### src/rtl/spike_detector_param.sv
// Sliding-window mean tracker with |x - mean| spike detection, fixed or MAD-adaptive
// threshold, refractory suppression and a saturating spike counter.
module spike_detector_param #(
  parameter int DATA_W      = 16,
  parameter int LOG2_WIN    = 7,
  parameter int THR_MODE    = 0,
  parameter int K_SHIFT     = 2,
  parameter int ALPHA_SHIFT = 4,
  parameter int MAD_INIT    = 256,
  parameter int REFRACT     = 32
) (
  input  logic              clk,
  input  logic              rst,
  input  logic              in_valid,
  input  logic [DATA_W-1:0] data_in,
  input  logic [DATA_W:0]   thr_in,
  output logic              out_valid,
  output logic [DATA_W-1:0] mean_out,
  output logic [DATA_W:0]   dev_out,
  output logic              spike_detected,
  output logic              trained,
  output logic [15:0]       spike_count,
  output logic              dbg_state
);

  // Handshake: in_valid qualifies data_in/thr_in for exactly one cycle; there is no
  // backpressure. out_valid pulses one cycle after each OPERATE sample is accepted.

  localparam int WIN   = 1 << LOG2_WIN;
  localparam int SUM_W = DATA_W + LOG2_WIN;
  localparam int DEV_W = DATA_W + 1;
  localparam int SH_W  = DEV_W + K_SHIFT;
  localparam int RC_W  = (REFRACT > 0) ? $clog2(REFRACT + 1) : 1;

  localparam logic [LOG2_WIN-1:0] CNT_LAST = '1;
  localparam logic [DEV_W-1:0]    DEV_MAX  = '1;

  typedef enum logic {
    S_TRAIN   = 1'b0,
    S_OPERATE = 1'b1
  } state_t;

  state_t r_state;
  state_t w_next_state;

  logic [DATA_W-1:0]        r_buf [WIN];
  logic signed [SUM_W-1:0]  r_sum;
  logic [LOG2_WIN-1:0]      r_idx;
  logic [LOG2_WIN-1:0]      r_sample_cnt;
  logic signed [DATA_W-1:0] r_mean;
  logic [DEV_W-1:0]         r_mad;
  logic [RC_W-1:0]          r_refr;

  logic              r_out_valid;
  logic [DATA_W-1:0] r_mean_out;
  logic [DEV_W-1:0]  r_dev_out;
  logic              r_spike;
  logic              r_trained;
  logic [15:0]       r_spike_count;

  logic signed [SUM_W-1:0]  w_x_ext;
  logic signed [SUM_W-1:0]  w_old_ext;
  logic signed [SUM_W-1:0]  w_sum_train;
  logic signed [SUM_W-1:0]  w_sum_op;
  logic signed [SUM_W-1:0]  w_sum_sel;
  logic signed [DATA_W-1:0] w_mean_new;
  logic signed [DATA_W+1:0] w_diff;
  logic [DEV_W-1:0]         w_dev;
  logic [SH_W-1:0]          w_mad_wide;
  logic [DEV_W-1:0]         w_thr_adapt;
  logic [DEV_W-1:0]         w_thr;
  logic                     w_hit;
  logic                     w_spike;
  logic signed [DEV_W+1:0]  w_mad_diff;
  logic signed [DEV_W+1:0]  w_mad_step;
  logic [DEV_W-1:0]         w_mad_new;
  logic                     w_train_done;
  logic                     w_buf_we;
  logic [LOG2_WIN-1:0]      w_buf_addr;

  // The window sum is wide enough for WIN full-scale samples, so the running
  // add/subtract never overflows even if intermediate terms wrap.
  always_comb begin
    w_x_ext     = {{LOG2_WIN{data_in[DATA_W-1]}}, data_in};
    w_old_ext   = {{LOG2_WIN{r_buf[r_idx][DATA_W-1]}}, r_buf[r_idx]};
    w_sum_train = r_sum + w_x_ext;
    w_sum_op    = r_sum - w_old_ext + w_x_ext;
    w_sum_sel   = (r_state == S_TRAIN) ? w_sum_train : w_sum_op;
    w_mean_new  = DATA_W'(w_sum_sel >>> LOG2_WIN);
  end

  // Deviation against the mean registered before this sample; two guard bits keep
  // the full-scale difference from wrapping.
  always_comb begin
    w_diff = {{2{data_in[DATA_W-1]}}, data_in} - {{2{r_mean[DATA_W-1]}}, r_mean};
    w_dev  = w_diff[DATA_W+1] ? DEV_W'(-w_diff) : DEV_W'(w_diff);
  end

  always_comb begin
    w_mad_wide  = SH_W'(r_mad) << K_SHIFT;
    w_thr_adapt = (w_mad_wide > SH_W'(DEV_MAX)) ? DEV_MAX : DEV_W'(w_mad_wide);
    w_thr       = (THR_MODE == 1) ? w_thr_adapt : thr_in;
    w_hit       = (w_dev > w_thr);
    w_spike     = w_hit && (r_refr == '0);
  end

  // EMA step uses a signed difference with floor shift so the tracker can fall as well as rise.
  always_comb begin
    w_mad_diff = $signed({2'b00, w_dev}) - $signed({2'b00, r_mad});
    w_mad_step = w_mad_diff >>> ALPHA_SHIFT;
    w_mad_new  = DEV_W'($signed({2'b00, r_mad}) + w_mad_step);
  end

  always_comb begin
    w_next_state = r_state;
    w_train_done = 1'b0;
    w_buf_we     = 1'b0;
    w_buf_addr   = r_idx;
    case (r_state)
      S_TRAIN: begin
        w_buf_addr = r_sample_cnt;
        if (in_valid) begin
          w_buf_we = 1'b1;
          if (r_sample_cnt == CNT_LAST) begin
            w_train_done = 1'b1;
            w_next_state = S_OPERATE;
          end
        end
      end
      S_OPERATE: begin
        w_buf_we = in_valid;
      end
      default: w_next_state = S_TRAIN;
    endcase
  end

  always_ff @(posedge clk) begin
    if (rst) begin
      r_state <= S_TRAIN;
    end else begin
      r_state <= w_next_state;
    end
  end

  // Buffer contents are never read before TRAIN has overwritten them.
  always_ff @(posedge clk) begin
    if (w_buf_we && !rst) begin
      r_buf[w_buf_addr] <= data_in;
    end
  end

  always_ff @(posedge clk) begin
    if (rst) begin
      r_sum         <= '0;
      r_idx         <= '0;
      r_sample_cnt  <= '0;
      r_mean        <= '0;
      r_mad         <= DEV_W'(MAD_INIT);
      r_refr        <= '0;
      r_out_valid   <= 1'b0;
      r_mean_out    <= '0;
      r_dev_out     <= '0;
      r_spike       <= 1'b0;
      r_trained     <= 1'b0;
      r_spike_count <= '0;
    end else begin
      r_out_valid <= 1'b0;
      r_spike     <= 1'b0;
      if (in_valid && (r_state == S_TRAIN)) begin
        r_sum        <= w_sum_train;
        r_sample_cnt <= r_sample_cnt + 1'b1;
        if (w_train_done) begin
          r_mean     <= w_mean_new;
          r_mean_out <= w_mean_new;
          r_idx      <= '0;
          r_trained  <= 1'b1;
        end
      end else if (in_valid) begin
        r_sum       <= w_sum_op;
        r_idx       <= r_idx + 1'b1;
        r_mean      <= w_mean_new;
        r_mean_out  <= w_mean_new;
        r_dev_out   <= w_dev;
        r_spike     <= w_spike;
        r_out_valid <= 1'b1;
        if (w_spike) begin
          r_refr <= RC_W'(REFRACT);
          if (r_spike_count != 16'hFFFF) begin
            r_spike_count <= r_spike_count + 16'd1;
          end
        end else if (r_refr != '0) begin
          r_refr <= r_refr - RC_W'(1);
        end
        if (!w_hit) begin
          r_mad <= w_mad_new;
        end
      end
    end
  end

  assign out_valid      = r_out_valid;
  assign mean_out       = r_mean_out;
  assign dev_out        = r_dev_out;
  assign spike_detected = r_spike;
  assign trained        = r_trained;
  assign spike_count    = r_spike_count;
  assign dbg_state      = (r_state == S_OPERATE);

endmodule
### config.mk
export PLATFORM = sky130hd
export DESIGN_NAME = spike_detector_param
export DESIGN_NICKNAME = d
export VERILOG_FILES = /design/src/rtl/spike_detector_param.sv
export SDC_FILE = /design/constraint.sdc
export NUM_CORES = 2
export LEC_CHECK = 0
export CORE_MARGIN = 2
export CORE_UTILIZATION = 50
export CTS_BUF_LIST = sky130_fd_sc_hd__clkbuf_8 sky130_fd_sc_hd__clkbuf_16
export DETAILED_ROUTE_END_ITERATION = 16
export PLACE_DENSITY = 0.66
export SYNTH_ARGS = -nofsm -noshare
export SYNTH_HDL_FRONTEND = slang
export SYNTH_SLANG_ARGS = --single-unit
export TNS_END_PERCENT = 5
### constraint.sdc
create_clock -name clk -period 7.3 [get_ports clk]
set_input_delay 1.46 -clock clk [delete_from_list [all_inputs] [get_ports clk]]
set_output_delay 1.46 -clock clk [all_outputs]
set_load 0.03 [all_outputs]
# Yosys cells after proc, flatten, opt, wreduce, memory -nomap -nowiden
# Memory sizes are Yosys's and may differ from the RTL's. A register that Yosys moved wholly into a read port is not among the register bits.
# Index checks and enable logic that the tools add are counted.
dict set report word_totals {
  register_bits 96
  latchBits 0
  mem_bits_rw 2048
  rom_bits 0
  inputBits 36
  out_inout_bits 53
  wordCells 66
  n_memories 1
}
dict set report op_classes {
  add_sub_neg 9
  multipliers 0
  div 0
  magnitude_cmp 1
  n_eq_ne 3
  shifts 0
  muxes 23
  bitwise_logic 3
  n_reduce_logical 15
}
# memory depth width read_ports rd_clocked_by_memory_dff wr line_no
set memory_table {}
lappend memory_table {r_buf 128 16 1 1 1 46} ;# logic [DATA_W-1:0] r_buf [WIN];
# op n
set op_table {}
lappend op_table {{23-bit two-way mux} 3}
lappend op_table {{16-bit two-way mux} 3}
lappend op_table {{23-bit by 16-bit adder with 23-bit output} 2}
lappend op_table {{7-bit two-way mux} 6}
lappend op_table {{23-bit by 16-bit subtractor with 23-bit output} 1}
lappend op_table {{17-bit greater-than comparator} 1}
lappend op_table {{17-bit two-way mux} 1}
lappend op_table {{17-bit negation} 1}
lappend op_table {{16-bit by 16-bit subtractor with 17-bit output} 1}
lappend op_table {{16-bit by 1-bit adder with 16-bit output (second input constant)} 1}
lappend op_table {{16-bit inequality test (second input constant)} 1}
lappend op_table {{7-bit by 1-bit adder with 7-bit output (second input constant)} 2}
lappend op_table {{6-bit two-way mux} 2}
lappend op_table {{7-bit == test (second input constant)} 1}
lappend op_table {{1-bit two-way mux} 7}
lappend op_table {{6-bit logical NOT} 1}
lappend op_table {{2-bit AND reduction} 3}
lappend op_table {{6-bit nonzero test} 1}
lappend op_table {{6-bit by 1-bit subtractor with 6-bit output (second input constant)} 1}
lappend op_table {{4-bit AND reduction} 1}
lappend op_table {{2-bit nonzero test} 2}
lappend op_table {{1-bit logical AND} 3}
lappend op_table {{1-bit NOT} 3}
lappend op_table {{3-bit AND reduction} 1}
lappend op_table {{other kinds (5)} 5}

# Depth between registers and ports, before layout
dict set report logic_depth {
  word_depth 8
  mapped_depth 22
  depth_no_buf 21
}

# Worst setup path before layout
# No wires, ideal clock.
dict set report synth_path {
  path_type {input -> register}
  from {input data_in[0]}
  to {register r_refr[5]}
  setup_time_ns 0.070
  arrival_ns 5.595
  t_required_ns 7.230
  setup_slack_ns 1.635
  path_stages 19
  n_path_buf 0
  path_cell_list {inv_1 > ha_1 > fa_1 > nand2b_1 > a21oi_1 > nand2_1 > a2bb2oi_1 > o22ai_1 > nand2_1 > or4_1 > nor4_1 > ha_1 > nand4_1 > nor2_1 > a31oi_1 > a21oi_1 > or4_1 > a2111o_1 > a21oi_1}
}
dict set report synth_between {
  elab_chain_len 7
  word_cells_on_any_way 8
  cone_classes {add/sub (2); order compare (1); mux (2); reduce/logical (3)}
}
# item line_no
set synth_rtl {}
lappend synth_rtl {{from (decl)} 15} ;# input logic [DATA_W-1:0] data_in,
lappend synth_rtl {{16-bit by 16-bit subtractor with 17-bit output *} 95} ;# w_diff = {{2{data_in[DATA_W-1]}}, data_in} - {{2{r_mean[DATA_W-1]}}, r_mean};
lappend synth_rtl {{17-bit negation} 96} ;# w_dev = w_diff[DATA_W+1] ? DEV_W'(-w_diff) : DEV_W'(w_diff);
lappend synth_rtl {{17-bit two-way mux *} 96}
lappend synth_rtl {{net w_dev[16]} 68} ;# logic [DEV_W-1:0] w_dev;
lappend synth_rtl {{17-bit greater-than comparator *} 103} ;# w_hit = (w_dev > w_thr);
lappend synth_rtl {{1-bit logical AND *} 104} ;# w_spike = w_hit && (r_refr == '0);
lappend synth_rtl {{2-bit nonzero test (no source line)} --}
lappend synth_rtl {{3-bit AND reduction (no source line)} --}
lappend synth_rtl {{to (signal assigned)} 187} ;# r_refr <= RC_W'(REFRACT);
lappend synth_rtl {{to (signal assigned)} 192} ;# r_refr <= r_refr - RC_W'(1);
lappend synth_rtl {{to (decl)} 52} ;# logic [RC_W-1:0] r_refr;
# The timed path passes the listed nets; every way through them passes the cells marked *.
# A chain may end at the register's enable or synchronous reset.

==> impl_metrics.toml <==
[status]
outcome = "complete, no violations"

[sta]
fin_crit_sh = 0.9239
tightestPinTransition_ps = 1146
setup_viol = 0
finalHoldViolCount = 0
slew_headroom = 0.2343
final.setup.tns_ps = 0
slew_violations = 0
fmax_ghz = 0.1483
fin_hold_ws_ps = 459.9
period_minus_slack_ps = 6744
rsz0062_at_grt = "no"
finalClockSkew_ps = 34.77

[critical_path]
crit_chain = "buf_12, buf_12, mux4_2, mux4_2, mux4_2, mux2_2, fa_1, inv_1, ha_1, a2111oi_0, inv_1, o2111ai_1, a21oi_1, a2111oi_0, o31ai_1, xnor2_1, nand2_1, o211ai_1"
worst_setup_path_end_kind = "flop"
critical_path_class = "flop to flop"
path_common_cell = "mux4_2"
worstSetupStartpointType = "flop"
critPathBufInv = 4
crit_slowest_cell = "a2111oi_0"
crit_family = "compound AO/OA/AOI/OAI gates"
worst-r2r-setup-slack_ps = 560
worstPathArrival_ps = 7530
required_ps = 8080
worst-path-max-fanout = 44
cpPeakStageDelay_ps = 710

[placed_design]
dpl.hpwl_um = 133400
gp_congestion = 0.8982
place_inst = 6685
portBuffers = 88

[synth]
synthFlopType = "edfxtp_1"
yosysSeqAreaShare = 0.7300
synth-xor-area-share = 0.008048
synth_simple_gate_area_frac = 0.02897
syn_area_sq_um = 87060
synth_fa_ha_area_frac = 0.01759
synth_cell_types = 77
yosysTopAreaCell = "edfxtp_1"
ys_warn_count = 0
netlist.area_leader.share = 0.7064
async_flop_share = 0
synth_top_family_by_area = "multiplexers"
avgSynthCellArea_sq_um = 20.55
syn_nets = 4381
ys_top_cells_by_area = "edfxtp_1, mux4_2, dfxtp_1"
syn_inst = 4237
synth_compound_area_frac = 0.02217
synth_edf_count = 2048
synth-seq-cells = 2151
synthMuxAreaShare = 0.1774

[floorplan]
fp.dieH_um = 421.3
coreArea_sq_um = 173400
ios = 89
start_util = 0.5020
fp.dieW_um = 421.3
rows = 153
die_area_sq_um = 177500

[power_and_ir_drop]
powerDensity_nw_per_um2 = 253.2
leakagePower_uw = 0.03081
vdd_drop_max_uv = 216.3

[finish]
final_util = 0.5700
layout-drive-gt1-share = 0.2671
nets = 4713
syn_to_final_growth_pct = 13.56
layout.cells.non_filler = 7075

[grt]
grt_pass1_vias = 43630
track_usage = 0.2491
antenna_found_initial = 27
grt_overflow_total = 0
grt_first_pass_wirelength_um = 316500
grt_max_degree = 131

[routing]
wl_per_cell_um = 30.99
dr.pass1.iters = 6
wl_um = 219200
postRouteAntennaNets = 0
vias = 43940
drcViolationCount = 0
drtIter0Drc = 6036
vias_per_cell = 6.211

[clock_network]
cts_hold_buf = 0
numCtsBuffers = 207
cts-resized-gates = 0
cts_tree = "yes"
worstSkewPairLatency_ps = 860
cts_sinks = 2151
postCtsSetupBuffers = 0
clockBufferDepth = 3
root_buffer = "clkbuf_16"
cts-htree-levels = 4
clk_pin_slew_ps = 70

[hold_path]
hold_class = "flop to flop"

[run]
drv_cap = 0
-- per-layer routing --
metal / vias up / global-route usage / wire length, um
li1: 18190 / - / -
met1: 23390 / 0.3671 / 90500
met3: 332 / 0.05866 / 21540
met2: 2024 / 0.3746 / 100900
met5: - / 0 / 42
met4: 8 / 0.07336 / 6295
-- final timing paths --
path / cells past startpoint / endpoint / startpoint
worst min register to register: 2 / dev_out[11] / dev_out[11]
worst max-delay path: 18 / r_sum[22] / flop
worst min-delay path: 2 / dev_out[11] / dev_out[11]
worst max register to register: 18 / r_sum[22] / flop
-- through the flow --
stage | setup WS (ps) | power (uW) | instance area (sq um)
2_1_floorplan | 1635 | 14390 | 87060
3_3_place_gp | 659.8 | 14820 | 92230
3_5_place_dp | 643.4 | 14840 | 92230
4_1_cts | 608.1 | 25200 | 98850
5_1_grt | 187.2 | 25790 | 98850
6_report | 555.6 | 25040 | 98870
-- synthesized netlist by cell type, types with 5 or more instances --
cell type / count
and3_1: 10
a211oi_1: 36
buf_2: 48
a31oi_1: 16
clkbuf_1: 125
and2_1: 5
nand3_1: 42
a2111oi_0: 5
o21ai_0: 59
buf_4: 6
buf_1: 24
a21oi_1: 76
nor2b_1: 14
dfxtp_1: 103
nand4_1: 12
mux4_2: 672
nand3b_1: 8
fa_1: 24
ha_1: 84
o31ai_1: 9
nand2_1: 104
mux2_2: 16
inv_1: 131
edfxtp_1: 2048
xnor2_1: 43
o21a_1: 8
o211ai_1: 9
nand2b_1: 18
or3_1: 7
mux2i_1: 13
xor2_1: 37
or4_1: 5
nor4_1: 10
a21o_1: 27
nor3_1: 31
nor2_1: 279
-- worst register-to-register path: cells and delay by family, from the launching register on --
family / cells / cell delay [ps]
compound gates: 6 / 2220
fa+ha+maj: 2 / 840
buf+inv: 4 / 690
xor+xnor: 1 / 210
flops: 1 / 520
mux: 4 / 2110
simple gates: 1 / 90
-- placed cells by master (no fill, tap or decap), types with 9 or more instances in the layout --
cell,count
buf_12,35
dfxtp_1,96
clkbuf_16,212
clkdlybuf4s50_1,70
buf_4,222
nor3_1,31
nor4_1,10
nand4_1,12
edfxtp_1,2048
a31oi_1,16
nand2b_1,18
and3_1,10
a21o_1,27
clkinv_1,49
fa_1,24
mux2_2,16
nand2_1,104
nand3_1,42
clkinv_2,37
bufinv_16,18
inv_1,179
o211ai_1,9
o21ai_0,57
mux4_2,672
nor2_2,16
nor2b_1,14
o31ai_1,9
a21oi_1,76
a211oi_1,36
xor2_1,37
ha_1,84
mux2i_1,13
nor2_1,263
xnor2_1,43
-- state kept, by name, indices dropped and copies added, names as in the netlist, named ones only --
register,cells
dbg_state,1
dev_out,17
mean_out,16
out_valid,1
r_buf,2048
r_idx,7
r_refr,6
r_sample_cnt,7
r_sum,23
spike_count,16
spike_detected,1
trained,1
-- kinds of logic (layout without fill, tap and decap cells) --
logic type / after synthesis / count (layout)
muxes: 701 / 701
other: 0 / 6
AOI/OAI and AO/OA: 296 / 296
adders and majority gates: 108 / 108
xor gates and xnor gates: 80 / 80
buffers and inverters: 338 / 845
DFF: 2151 / 2151
and+or+nand+nor: 563 / 563
-- final cells by class --
class,count,area [sq um]
Antenna cell,6,15.01
Tap cell,2325,2909
Sequential cell,2151,63580
Inverter,132,495.5
Clock inverter,172,1315
Multi-Input combinational cell,1748,22170
Fill cell,12840,74570
Timing Repair Buffer,329,3078
Clock buffer,212,5305
-- power breakdown --
group	switching, uW	leakage, uW	total, uW	internal [uW]
sequential	21.4	0.0192	13500	13500
clock	4560	0.00343	10400	5880
combinational	709	0.00814	1050	338
total	5290	0.0308	25000	19700
(Power assumes the default switching activity.)
